--- config.mk ---
export PLATFORM = sky130hd
export DESIGN_NAME = draw_marks_flat
export DESIGN_NICKNAME = d
export VERILOG_FILES = /design/src/rtl/game_pkg.sv /design/src/rtl/vga_if.sv /design/src/rtl/delay.sv /design/src/rtl/draw_marks.sv /design/src/flat_wrapper.sv
export SDC_FILE = /design/constraint.sdc
export NUM_CORES = 1
export LEC_CHECK = 0
export ABC_AREA = 1
export ABC_CLOCK_PERIOD_IN_PS = 4700
export BUFFER_PORTS_ARGS = -buffer_cell sky130_fd_sc_hd__buf_2
export CORE_ASPECT_RATIO = 2
export CORE_UTILIZATION = 45
export CTS_BUF_LIST = sky130_fd_sc_hd__clkbuf_8
export DETAILED_ROUTE_END_ITERATION = 6
export GPL_TIMING_DRIVEN = 0
export HOLD_SLACK_MARGIN = 0.03
export PLACE_DENSITY_LB_ADDON = 0.3
export RECOVER_POWER = 25
export SLEW_MARGIN = 20
export SYNTH_ARGS = -nofsm -noshare
export SYNTH_HDL_FRONTEND = slang
export SYNTH_SLANG_ARGS = --single-unit
--- constraint.sdc ---
create_clock -name clk -period 4.7 [get_ports clk]
set_input_delay 0.235 -clock clk [delete_from_list [all_inputs] [get_ports clk]]
set_output_delay 0.235 -clock clk [all_outputs]
set_load 0.02 [all_outputs]
--- src/rtl/game_pkg.sv ---
// Shared battleship types and constants: board cell encoding, board origins, mark colours.
package game_pkg;

    typedef enum logic [1:0] {
        CELL_EMPTY = 2'b00,
        CELL_SHIP  = 2'b01,
        CELL_MISS  = 2'b10,
        CELL_HIT   = 2'b11
    } cell_state_t;

    localparam int unsigned GRID_N_DEF    = 10;
    localparam int unsigned CELL_LOG2_DEF = 5;

    localparam int unsigned HOST_X_DEF  = 64;
    localparam int unsigned HOST_Y_DEF  = 96;
    localparam int unsigned GUEST_X_DEF = 448;
    localparam int unsigned GUEST_Y_DEF = 96;

    localparam logic [11:0] HIT_RGB_DEF  = 12'hF00;
    localparam logic [11:0] MISS_RGB_DEF = 12'hFFF;
    localparam logic [11:0] SHIP_RGB_DEF = 12'h888;

endpackage

--- src/rtl/vga_if.sv ---
// VGA pixel bus: 11-bit counters, sync/blank strobes and 12-bit rgb (38 bits total).
interface vga_if;
    logic [10:0] hcount;
    logic [10:0] vcount;
    logic        hsync;
    logic        vsync;
    logic        hblnk;
    logic        vblnk;
    logic [11:0] rgb;

    modport in  (input  hcount, vcount, hsync, vsync, hblnk, vblnk, rgb);
    modport out (output hcount, vcount, hsync, vsync, hblnk, vblnk, rgb);
endinterface

--- src/rtl/delay.sv ---
// Generic WIDTH-bit shift register delaying a bus by CLK_DEL clocks, cleared by reset.
module delay #(
    parameter int unsigned WIDTH   = 38,
    parameter int unsigned CLK_DEL = 3
) (
    input  logic             clk,
    input  logic             rst,
    input  logic [WIDTH-1:0] din,
    output logic [WIDTH-1:0] dout
);

    logic [WIDTH-1:0] pipe [CLK_DEL];

    always_ff @(posedge clk or posedge rst) begin
        if (rst) begin
            for (int i = 0; i < int'(CLK_DEL); i++) begin
                pipe[i] <= '0;
            end
        end else begin
            pipe[0] <= din;
            for (int i = 1; i < int'(CLK_DEL); i++) begin
                pipe[i] <= pipe[i-1];
            end
        end
    end

    assign dout = pipe[CLK_DEL-1];

endmodule

--- src/rtl/draw_marks.sv ---
// Overlays hit crosses, miss dots and host ships on both boards; 3-clk latency.
// Optional DRAW_MARKS_BLINK_EN: blink the most recent guest hit with the frame counter.
module draw_marks
    import game_pkg::*;
#(
    parameter int unsigned GRID_N     = GRID_N_DEF,
    parameter int unsigned CELL_LOG2  = CELL_LOG2_DEF,
    parameter int unsigned HOST_X     = HOST_X_DEF,
    parameter int unsigned HOST_Y     = HOST_Y_DEF,
    parameter int unsigned GUEST_X    = GUEST_X_DEF,
    parameter int unsigned GUEST_Y    = GUEST_Y_DEF,
    parameter logic [11:0] HIT_RGB    = HIT_RGB_DEF,
    parameter logic [11:0] MISS_RGB   = MISS_RGB_DEF,
    parameter logic [11:0] SHIP_RGB   = SHIP_RGB_DEF,
    parameter int unsigned BLINK_LOG2 = 5,
    parameter int unsigned ADDR_W     = $clog2(GRID_N * GRID_N)
) (
    input  logic              clk,
    input  logic              rst,
    vga_if.in                 vga_in,
    vga_if.out                vga_out,
    output logic [ADDR_W-1:0] cell_addr,
    output logic              board_sel,
    input  logic [1:0]        cell_state,
    input  logic [ADDR_W-1:0] last_hit_addr,
    input  logic              last_hit_valid
);

    localparam int unsigned S       = 1 << CELL_LOG2;
    localparam int unsigned BOARD_W = GRID_N * S;
    localparam int          DOT_LO  = int'(S / 2 - S / 8);
    localparam int          DOT_HI  = int'(S / 2 + S / 8);

    // Stage 1: board/cell decode
    logic [10:0]          h_dx, h_dy, g_dx, g_dy, dx, dy, col, row, addr_lin;
    logic                 in_host, in_guest, in_d, sel_d;
    logic [ADDR_W-1:0]    addr_d;
    logic [CELL_LOG2-1:0] ox_d, oy_d;

    always_comb begin
        h_dx     = vga_in.hcount - 11'(HOST_X);
        h_dy     = vga_in.vcount - 11'(HOST_Y);
        g_dx     = vga_in.hcount - 11'(GUEST_X);
        g_dy     = vga_in.vcount - 11'(GUEST_Y);
        in_host  = (vga_in.hcount >= 11'(HOST_X)) && (h_dx < 11'(BOARD_W)) &&
                   (vga_in.vcount >= 11'(HOST_Y)) && (h_dy < 11'(BOARD_W));
        in_guest = (vga_in.hcount >= 11'(GUEST_X)) && (g_dx < 11'(BOARD_W)) &&
                   (vga_in.vcount >= 11'(GUEST_Y)) && (g_dy < 11'(BOARD_W));
        in_d     = in_host;
        sel_d    = 1'b0;
        dx       = h_dx;
        dy       = h_dy;
        if (!in_host && in_guest) begin
            in_d  = 1'b1;
            sel_d = 1'b1;
            dx    = g_dx;
            dy    = g_dy;
        end
        col      = dx >> CELL_LOG2;
        row      = dy >> CELL_LOG2;
        addr_lin = row * 11'(GRID_N) + col;
        addr_d   = in_d ? ADDR_W'(addr_lin) : '0;
        ox_d     = in_d ? dx[CELL_LOG2-1:0] : '0;
        oy_d     = in_d ? dy[CELL_LOG2-1:0] : '0;
    end

    logic                 s1_in, s2_in, s2_sel;
    logic [CELL_LOG2-1:0] s1_ox, s1_oy, s2_ox, s2_oy;

    always_ff @(posedge clk or posedge rst) begin
        if (rst) begin
            cell_addr <= '0;
            board_sel <= 1'b0;
            s1_in     <= 1'b0;
            s1_ox     <= '0;
            s1_oy     <= '0;
            s2_in     <= 1'b0;
            s2_sel    <= 1'b0;
            s2_ox     <= '0;
            s2_oy     <= '0;
        end else begin
            cell_addr <= addr_d;
            board_sel <= sel_d;
            s1_in     <= in_d;
            s1_ox     <= ox_d;
            s1_oy     <= oy_d;
            s2_in     <= s1_in;
            s2_sel    <= board_sel;
            s2_ox     <= s1_ox;
            s2_oy     <= s1_oy;
        end
    end

    logic blink_off;

`ifdef DRAW_MARKS_BLINK_EN
    logic [BLINK_LOG2-1:0] frame_cnt;
    logic                  vsync_q, armed_q;
    logic [ADDR_W-1:0]     s2_addr;

    // armed_q keeps a vsync that rose during reset from counting at release
    always_ff @(posedge clk or posedge rst) begin
        if (rst) begin
            frame_cnt <= '0;
            vsync_q   <= 1'b0;
            armed_q   <= 1'b0;
            s2_addr   <= '0;
        end else begin
            vsync_q <= vga_in.vsync;
            armed_q <= 1'b1;
            s2_addr <= cell_addr;
            if (armed_q && vga_in.vsync && !vsync_q) begin
                frame_cnt <= frame_cnt + BLINK_LOG2'(1);
            end
        end
    end

    assign blink_off = s2_sel && last_hit_valid && (s2_addr == last_hit_addr) &&
                       frame_cnt[BLINK_LOG2-1];
`else
    logic unused_blink;
    assign unused_blink = ^{last_hit_addr, last_hit_valid};
    assign blink_off    = 1'b0;
`endif

    // Stage 3: mark decision, registered alongside the delayed bus
    cell_state_t st;
    int          diag, anti;
    logic        on_cross, in_dot, mark_en_d, mark_en_q;
    logic [11:0] mark_rgb_d, mark_rgb_q;

    always_comb begin
        st         = cell_state_t'(cell_state);
        diag       = int'(s2_ox) - int'(s2_oy);
        anti       = int'(s2_ox) + int'(s2_oy) - int'(S - 1);
        on_cross   = (diag >= -1 && diag <= 1) || (anti >= -1 && anti <= 1);
        in_dot     = (int'(s2_ox) >= DOT_LO) && (int'(s2_ox) < DOT_HI) &&
                     (int'(s2_oy) >= DOT_LO) && (int'(s2_oy) < DOT_HI);
        mark_en_d  = 1'b0;
        mark_rgb_d = '0;
        if (s2_in) begin
            case (st)
                CELL_HIT: begin
                    if (blink_off) begin
                        mark_en_d = 1'b0;
                    end else if (on_cross) begin
                        mark_en_d  = 1'b1;
                        mark_rgb_d = HIT_RGB;
                    end else if (!s2_sel) begin
                        mark_en_d  = 1'b1;
                        mark_rgb_d = SHIP_RGB;
                    end
                end
                CELL_MISS: begin
                    mark_en_d  = in_dot;
                    mark_rgb_d = MISS_RGB;
                end
                CELL_SHIP: begin
                    mark_en_d  = !s2_sel;
                    mark_rgb_d = SHIP_RGB;
                end
                default: mark_en_d = 1'b0;
            endcase
        end
    end

    always_ff @(posedge clk or posedge rst) begin
        if (rst) begin
            mark_en_q  <= 1'b0;
            mark_rgb_q <= '0;
        end else begin
            mark_en_q  <= mark_en_d;
            mark_rgb_q <= mark_rgb_d;
        end
    end

    logic [37:0] bus_in, bus_dly;

    assign bus_in = {vga_in.hcount, vga_in.vcount, vga_in.hsync, vga_in.vsync,
                     vga_in.hblnk, vga_in.vblnk, vga_in.rgb};

    delay #(
        .WIDTH   (38),
        .CLK_DEL (3)
    ) u_delay (
        .clk  (clk),
        .rst  (rst),
        .din  (bus_in),
        .dout (bus_dly)
    );

    assign vga_out.hcount = bus_dly[37:27];
    assign vga_out.vcount = bus_dly[26:16];
    assign vga_out.hsync  = bus_dly[15];
    assign vga_out.vsync  = bus_dly[14];
    assign vga_out.hblnk  = bus_dly[13];
    assign vga_out.vblnk  = bus_dly[12];
    assign vga_out.rgb    = mark_en_q ? mark_rgb_q : bus_dly[11:0];

endmodule

--- src/flat_wrapper.sv ---
// flat-port wrapper written by rule: the top's interface ports become plain ports
module draw_marks_flat import game_pkg::*;
#(
    parameter int unsigned GRID_N     = GRID_N_DEF,
    parameter int unsigned CELL_LOG2  = CELL_LOG2_DEF,
    parameter int unsigned HOST_X     = HOST_X_DEF,
    parameter int unsigned HOST_Y     = HOST_Y_DEF,
    parameter int unsigned GUEST_X    = GUEST_X_DEF,
    parameter int unsigned GUEST_Y    = GUEST_Y_DEF,
    parameter logic [11:0] HIT_RGB    = HIT_RGB_DEF,
    parameter logic [11:0] MISS_RGB   = MISS_RGB_DEF,
    parameter logic [11:0] SHIP_RGB   = SHIP_RGB_DEF,
    parameter int unsigned BLINK_LOG2 = 5,
    parameter int unsigned ADDR_W     = $clog2(GRID_N * GRID_N)
)
  (clk, rst, cell_addr, board_sel, cell_state, last_hit_addr, last_hit_valid, vga_in_hcount, vga_in_vcount, vga_in_hsync, vga_in_vsync, vga_in_hblnk, vga_in_vblnk, vga_in_rgb, vga_out_hcount, vga_out_vcount, vga_out_hsync, vga_out_vsync, vga_out_hblnk, vga_out_vblnk, vga_out_rgb);
  vga_if vga_in_i ();
  vga_if vga_out_i ();
  input  logic clk;
  input  logic rst;
  output logic [ADDR_W-1:0] cell_addr;
  output logic board_sel;
  input  logic [1:0] cell_state;
  input  logic [ADDR_W-1:0] last_hit_addr;
  input  logic last_hit_valid;
  input wire logic [$bits(vga_in_i.hcount)-1:0] vga_in_hcount;
  input wire logic [$bits(vga_in_i.vcount)-1:0] vga_in_vcount;
  input wire logic [$bits(vga_in_i.hsync)-1:0] vga_in_hsync;
  input wire logic [$bits(vga_in_i.vsync)-1:0] vga_in_vsync;
  input wire logic [$bits(vga_in_i.hblnk)-1:0] vga_in_hblnk;
  input wire logic [$bits(vga_in_i.vblnk)-1:0] vga_in_vblnk;
  input wire logic [$bits(vga_in_i.rgb)-1:0] vga_in_rgb;
  output wire logic [$bits(vga_out_i.hcount)-1:0] vga_out_hcount;
  output wire logic [$bits(vga_out_i.vcount)-1:0] vga_out_vcount;
  output wire logic [$bits(vga_out_i.hsync)-1:0] vga_out_hsync;
  output wire logic [$bits(vga_out_i.vsync)-1:0] vga_out_vsync;
  output wire logic [$bits(vga_out_i.hblnk)-1:0] vga_out_hblnk;
  output wire logic [$bits(vga_out_i.vblnk)-1:0] vga_out_vblnk;
  output wire logic [$bits(vga_out_i.rgb)-1:0] vga_out_rgb;
  assign vga_in_i.hcount = vga_in_hcount;
  assign vga_in_i.vcount = vga_in_vcount;
  assign vga_in_i.hsync = vga_in_hsync;
  assign vga_in_i.vsync = vga_in_vsync;
  assign vga_in_i.hblnk = vga_in_hblnk;
  assign vga_in_i.vblnk = vga_in_vblnk;
  assign vga_in_i.rgb = vga_in_rgb;
  assign vga_out_hcount = vga_out_i.hcount;
  assign vga_out_vcount = vga_out_i.vcount;
  assign vga_out_hsync = vga_out_i.hsync;
  assign vga_out_vsync = vga_out_i.vsync;
  assign vga_out_hblnk = vga_out_i.hblnk;
  assign vga_out_vblnk = vga_out_i.vblnk;
  assign vga_out_rgb = vga_out_i.rgb;
  draw_marks #(.GRID_N(GRID_N), .CELL_LOG2(CELL_LOG2), .HOST_X(HOST_X), .HOST_Y(HOST_Y), .GUEST_X(GUEST_X), .GUEST_Y(GUEST_Y), .HIT_RGB(HIT_RGB), .MISS_RGB(MISS_RGB), .SHIP_RGB(SHIP_RGB), .BLINK_LOG2(BLINK_LOG2), .ADDR_W(ADDR_W)) u_core (.clk(clk), .rst(rst), .vga_in(vga_in_i), .vga_out(vga_out_i), .cell_addr(cell_addr), .board_sel(board_sel), .cell_state(cell_state), .last_hit_addr(last_hit_addr), .last_hit_valid(last_hit_valid));
endmodule
* Word-level counts from Yosys, hierarchy flattened
Cells that the tools add are included.
** Storage, ports and cells
- Bits in registers :: 158
- Bits of input ports :: 50
- Output and inout bits :: 46
** Cells by class
- Add/sub/neg operators :: 7
- $mul :: 1
- Magnitude comparators :: 14
- Equal/unequal tests :: 3
- Multiplexer cells :: 15
- Reductions and logical operators :: 15
** Operator list (number)
- 32-bit by 1-bit greater-or-equal comparator with 1-bit output, second input constant :: 2
- 32-bit by 2-bit <= comparator with 1-bit output, second input constant :: 2
- 12-bit two-way mux :: 4
- 12-bit one-hot mux with 3 select lines :: 1
- 11-bit by 9-bit less-than comparator with 1-bit output, second input constant :: 3
- 32-bit by 6-bit subtractor with 32-bit output, second input constant :: 1
- 11-bit by 7-bit greater-or-equal comparator with 1-bit output, second input constant :: 2
- 11-bit by 7-bit subtractor with 11-bit output, second input constant :: 2
- 1-bit logical AND :: 12
- 11-bit by 9-bit greater-or-equal comparator with 1-bit output, second input constant :: 1
- 11-bit two-way mux :: 1
- 11-bit by 9-bit subtractor with 11-bit output, second input constant :: 1
- 5-bit by 4-bit greater-or-equal comparator with 1-bit output, second input constant :: 2
- 5-bit less-than comparator, second input constant :: 2
- 5-bit two-way mux :: 2
- 7-bit by 6-bit adder with 7-bit output :: 1
- 7-bit two-way mux :: 1
- 5-bit by 5-bit adder with 6-bit output :: 1
- 6-bit by 3-bit multiplier with 6-bit output, second input constant :: 1
- 5-bit by 5-bit subtractor with 6-bit output :: 1
- 1-bit two-way mux :: 5
- 2-bit equality test, second input constant :: 2
- 1-bit one-hot mux with 3 select lines :: 1
- 2-bit by 1-bit equality test with 1-bit output, second input constant :: 1
- 2 further kinds :: 3

* Longest topological paths before layout
- Depth in word-level cells :: 10
- Gate-level depth with buffers :: 22

* Modules after synthesis
A second synthesis with hierarchy kept.
** Second synthesis, totals
- Cell total of the unflattened synthesis :: 467
- Area, all modules :: 5655.4 um^2
** By module, submodules not included
- delay :: instances 1, cells an instance 153, area an instance 3141.8 um^2
- draw_marks :: instances 1, cells an instance 314, area an instance 2513.7 um^2

* Worst setup path before layout
No wires, ideal clock.
- Path kind :: input port to flip-flop
- Start :: in vga_in_hcount[6]
- End :: reg u_core.cell_addr[5]
- Library setup time :: 124 ps
- Data arrival time :: 2366 ps
- Slack :: 2210 ps
- Cell stages on the path :: 16
- Path buffers :: 0
- Cell sequence :: inv_1 -> ha_1 -> inv_1 -> a21oi_1 -> nor3b_2 -> nand2_1 -> nor2_4 -> nand2_1 -> xor2_1 -> fa_1 -> nand2_1 -> inv_1 -> o21ai_0 -> nand2_1 -> xnor2_1 -> nor2_4
** On the way
- Longest elaborated chain between the ends :: 10
- Elaborated cells between the ends (all ways) :: 18
** RTL lines
- from (decl) :: RTL line flat_wrapper.sv:26 : input wire logic [$bits(vga_in_i.hcount)-1:0] vga_in_hcount;
- 11-bit by 7-bit subtractor with 11-bit output :: RTL line draw_marks.sv:41 : h_dx = vga_in.hcount - 11'(HOST_X);
- 11-bit by 9-bit less-than comparator with 1-bit output :: RTL line draw_marks.sv:45 : in_host = (vga_in.hcount >= 11'(HOST_X)) && (h_dx < 11'(BOARD_W)) &&
- 1-bit logical AND (2 in series) :: RTL line draw_marks.sv:45
- 1-bit logical AND :: RTL line draw_marks.sv:46 : (vga_in.vcount >= 11'(HOST_Y)) && (h_dy < 11'(BOARD_W));
- 1-bit logical NOT :: RTL line draw_marks.sv:53 : if (!in_host && in_guest) begin
- 1-bit logical AND :: RTL line draw_marks.sv:53
- 11-bit two-way mux :: RTL line draw_marks.sv:53
- 7-bit by 6-bit adder with 7-bit output :: RTL line draw_marks.sv:61 : addr_lin = row * 11'(GRID_N) + col;
- 7-bit two-way mux (*) :: RTL line draw_marks.sv:62 : addr_d = in_d ? ADDR_W'(addr_lin) : '0;
- net u_core.addr_d[5] :: RTL line draw_marks.sv:37 : logic [ADDR_W-1:0] addr_d;
- to (signal assigned) :: RTL line draw_marks.sv:82 : cell_addr <= addr_d;
- to (decl) :: RTL line draw_marks.sv:22 : output logic [ADDR_W-1:0] cell_addr,
The timed path passes the listed nets; every way through them passes the cells marked *.

* Final worst setup path
Same ends and word-level chain as after synthesis.

==> metrics.md <==
| Metric | Value |
|---|---|
| Area share of fa/ha/maj cells after synthesis | 0.07381 |
| Detailed Route Iter0 Violations | 241 |
| Share of the yosys chip area belonging to registers | 0.6630 |
| Most frequent cell on the critical path | nand2_1 |
| Skew-Pair Late Insertion Delay | around 0.43 ns |
| Final WL | 9772 um |
| Slew Viols, Final | 0 |
| Syn Inst Count | 450 |
| PostCTS Resize Cnt | 0 |
| Flop pwr share | 0.521 |
| Worst Path Max Fanout | 6 |
| Relative slew slack | 0.7020 |
| Worst Setup End Kind | flip-flop |
| Htree depth | 4 |
| Critical path's top delay family | buffers and inverters |
| Inserted Clock Buffers | 17 |
| # Post-CTS Setup Buffers | 0 |
| Synth Area in Simple Gates | 0.1200 |
| Critical Path Stages | 18 |
| Clock Path Buffers | 2 |
| Tightest Pin Transition | between 0.4 and 0.5 ns |
| Vias | about 3,500 |
| Startpoint types | input pin |
| Final ANT Viol Nets | 0 |
| Crit share post-route | 0.6504 |
| Post-synthesis mux area share | 0.001989 |
| WL/cell | approximately 13 um |
| Top Ports | between 90 and 100 |
| Yosys warns | 0 |
| Sw frac | 0.2781 |
| Cell row count | between 50 and 60 |
| Comb pwr share | 0.129 |
| RSZ-0062 raised after global routing | no |
| Largest family of logic cells by synthesized area | simple AND/OR/NAND/NOR gates |
| Final Hold Vio Count | 0 |
| Vias in the first global route | between 3,000 and 4,000 |
| Die Wd | 81.32 um |
| Syn Std Cell Area | ~0.0057 sq mm |
| Compound-Gate Fraction of Synth Area | 0.02674 |
| Gr usage total | 0.1723 |
| Syn Nets | between 500 and 600 |
| CTS tree | yes |
| Area grow syn2layout | 25.37% |
| First-pass detailed-route iteration total | 4 |
| Endpoints failing setup | 0 |
| Worst vdd ir | 0.3049 mV |
| Critical path cell sequence | dlygate4sd3_1 > buf_2 > inv_1 > ha_1 > inv_1 > a21oi_1 > nor3b_2 > nand2_1 > nor2_4 > nand2_1 > xor2_1 > fa_1 > nand2_1 > inv_1 > o21ai_0 > nand2_1 > xnor2_1 > nor2_4 |
| Total congestion overflow | 0 |
| Data required, critical path | between 5 and 6 ns |
| Seq. cell area | roughly 0.0038 sq mm |
| Initial antenna violation count | 0 |
| Tmin final | about 3.1 ns |
| Status | complete, no violations |
| Unique masters post-synth | 37 |
| Buffers on Ports | between 80 and 90 |
| Synth Area in XOR/XNOR | 0.03182 |
| Area of the multi-input gates | about 0.0014 sq mm |
| # nets final | approximately 680 |
| WS Path Type | input pin to flip-flop |
| Die height | approximately 160 um |
| GPL Wtd Cong | between 0.8 and 0.9 |
| Synth Flop Type | dfrtp_1 |
| Fmax | 327.1 MHz |
| Post-DP HPWL | between 6000 and 7000 um |
| Inserted Diodes | 0 |
| DRC viols | 0 |
| Clk pwr share | 0.350 |
| Synth Register Bits | 150 |
| Worst Hold Depth | 3 |
| Layout fillers | a little under 1,000 |
| R2r setup slk | 1.86 ns |
| Worst R2R Path Depth | 15 |
| Root Buffer | clkbuf_8 |
| Final core utilization | 0.5820 |
| Power Density | 369.7 mW/mm^2 |
| Clock Pin Slew Worst Setup and Hold Paths | roughly 0.080 ns |
| Syn_area_per_cell | between 10 and 15 sq um |
| Initial Utilization | 0.4642 |
| Largest net degree at the start of global routing | 83 |
| Clock Skew | 0.009791 ns |
| Slowest CP cell | dlygate4sd3_1 |
| Global-route wire length before repair | 16,350 um |
| Total Power | 2.624 mW |
| Hold Crit Class | input pin to flip-flop |
| Switching power | between 0.7 and 0.8 mW |
| Clock sink total | 150 |
| Placeable Area | roughly 0.012 sq mm |
| Pint | 1.894 mW |
| EDFF count, synth | 0 |
| Fraction of registers with async set/reset | 1.000 |
| Vias per std cell | roughly 4.6 |
| Max_cap viols | 0 |
| Die area | roughly 0.013 sq mm |
| Critical path arrival | ~3.4 ns |
| Leak Pwr | roughly 3.7 nW |
| Critical path's largest stage delay | 0.52 ns |
| Worst path buffer plus inverter count | 5 |
| Fraction of layout cells with a size suffix above 1 | 0.2984 |
-- cell usage after synthesis, types with 3 or more instances --
library cell,instances,share of area
a21oi_1,10,0.0088
nor2_2,5,0.0055
buf_4,22,0.029
fa_1,4,0.014
inv_1,67,0.044
nand3_2,4,0.0071
o21ai_0,14,0.012
xor2_1,9,0.014
inv_2,3,0.0020
nand2_1,51,0.034
nand4_1,3,0.0033
nand2_2,4,0.0044
nor2_4,8,0.016
xnor2_1,6,0.0093
dfrtp_1,150,0.66
nor2_1,25,0.017
ha_1,27,0.060
nand3_1,15,0.013
-- power groups by stage --
| stage | sequential [mW] | combinational (mW) | clock, mW |
|---|---|---|---|
| finish | 1.37 | 0.340 | 0.918 |
| floorplan | 1.39 | 0.219 | 0 |
| global route | 1.37 | 0.378 | 1.01 |
| detailed placement | 1.39 | 0.316 | 0 |
| CTS | 1.37 | 0.345 | 0.950 |
| global placement | 1.39 | 0.301 | 0 |
-- layer usage --
metal,share of wire,global-route usage
met5,0,0
met4,0.049,0.1209
met3,0.031,0.03068
met2,0.60,0.3182
met1,0.32,0.1600
-- through the flow --
stage / instances / TNS (ns) / hold slack [ns] / setup WS [ns] / instance area, sq um
final: 757 / 0 / 0.1513 / 1.643 / 7098
after detailed placement: 685 / 0 / 0.3077 / 1.751 / 6316
after floorplan: 450 / 0 / 0.2664 / 0.4286 / 5662
after global placement: 684 / -113.03 / 0.3312 / -0.7685 / 6281
after CTS: 757 / 0 / 0.1249 / 1.670 / 7098
after global routing: 757 / 0 / 0.1509 / 1.496 / 7098
-- cells in the final DEF (no fill, tap or decap), types with 2 or more instances in the layout --
cell type and instances:
inv_2 3, nor2_4 8, ha_1 27, nor2_1 25, xor2_2 2, nor2_2 5, a21oi_1 10, clkinv_4 2
nor3_4 2, nand2_1 51, dfrtp_1 150, clkinvlp_4 2, inv_8 5, inv_6 4, dlygate4sd3_1 40, buf_2 88
o21ai_0 14, fa_1 4, xnor2_1 6, nand3_1 15, nand2_2 4, inv_1 66, nor3b_2 2, buf_4 22
nand4_1 3, clkbuf_8 18, nand3b_1 2, nand3_2 4, xor2_1 9
-- kinds of logic after synthesis --
kind of cell,after synthesis
DFF,150
and+or+nand+nor,126
buffers and inverters,96
adders and majority gates,31
AOI/OAI and AO/OA,28
xor gates and xnor gates,18
muxes,1
-- path summary, 6_finish.rpt --
| kind | startpoint | endpoint |
|---|---|---|
| max in group asynchronous | rst | u_core.u_delay.pipe[107]$_DFF_PP0_ |
| max | vga_in_hcount[6] | u_core.cell_addr[5]$_DFF_PP0_ |
| max reg2reg | u_core.s2_oy[0]$_DFF_PP0_ | u_core.mark_rgb_q[11]$_DFF_PP0_ |
| min | cell_state[1] | u_core.mark_rgb_q[10]$_DFF_PP0_ |
| min in group asynchronous | rst | u_core.u_delay.pipe[98]$_DFF_PP0_ |
| min reg2reg | u_core.u_delay.pipe[58]$_DFF_PP0_ | u_core.u_delay.dout[20]$_DFF_PP0_ |
-- worst min-delay path: cells and delay by family --
kind | cells | cell delay, ns
AO/OA/AOI/OAI | 2 | 0.19
buffers and inverters | 1 | 0.11
-- registers in the layout (all words and copies together), names as in the netlist --
name / count
u_core.s2_ox: 5
u_core.mark_rgb_q: 4
u_core.s2_in: 1
u_core.u_delay.dout: 38
u_core.s2_oy: 5
u_core.s1_in: 1
u_core.s1_ox: 5
u_core.s2_sel: 1
u_core.u_delay.pipe: 76
u_core.board_sel: 1
u_core.cell_addr: 7
u_core.s1_oy: 5
u_core.mark_en_q: 1
-- cell type report --
class                      instances  share of cell area
clock buffer                      18             0.03490
inverter                          70             0.03808
timing repair buffer             128              0.1216
tap                              147             0.02591
clock inverter                    14             0.01886
buffer                            26             0.02891
multi-input combinational        204              0.2029
sequential                       150              0.5288
-- timing repair --
item,4_1_cts,5_1_grt
setup endpoints to repair,0,0
endpoints found under the hold margin,114,0
hold buffers,40,0
Power figures use the tool's default switching activity.
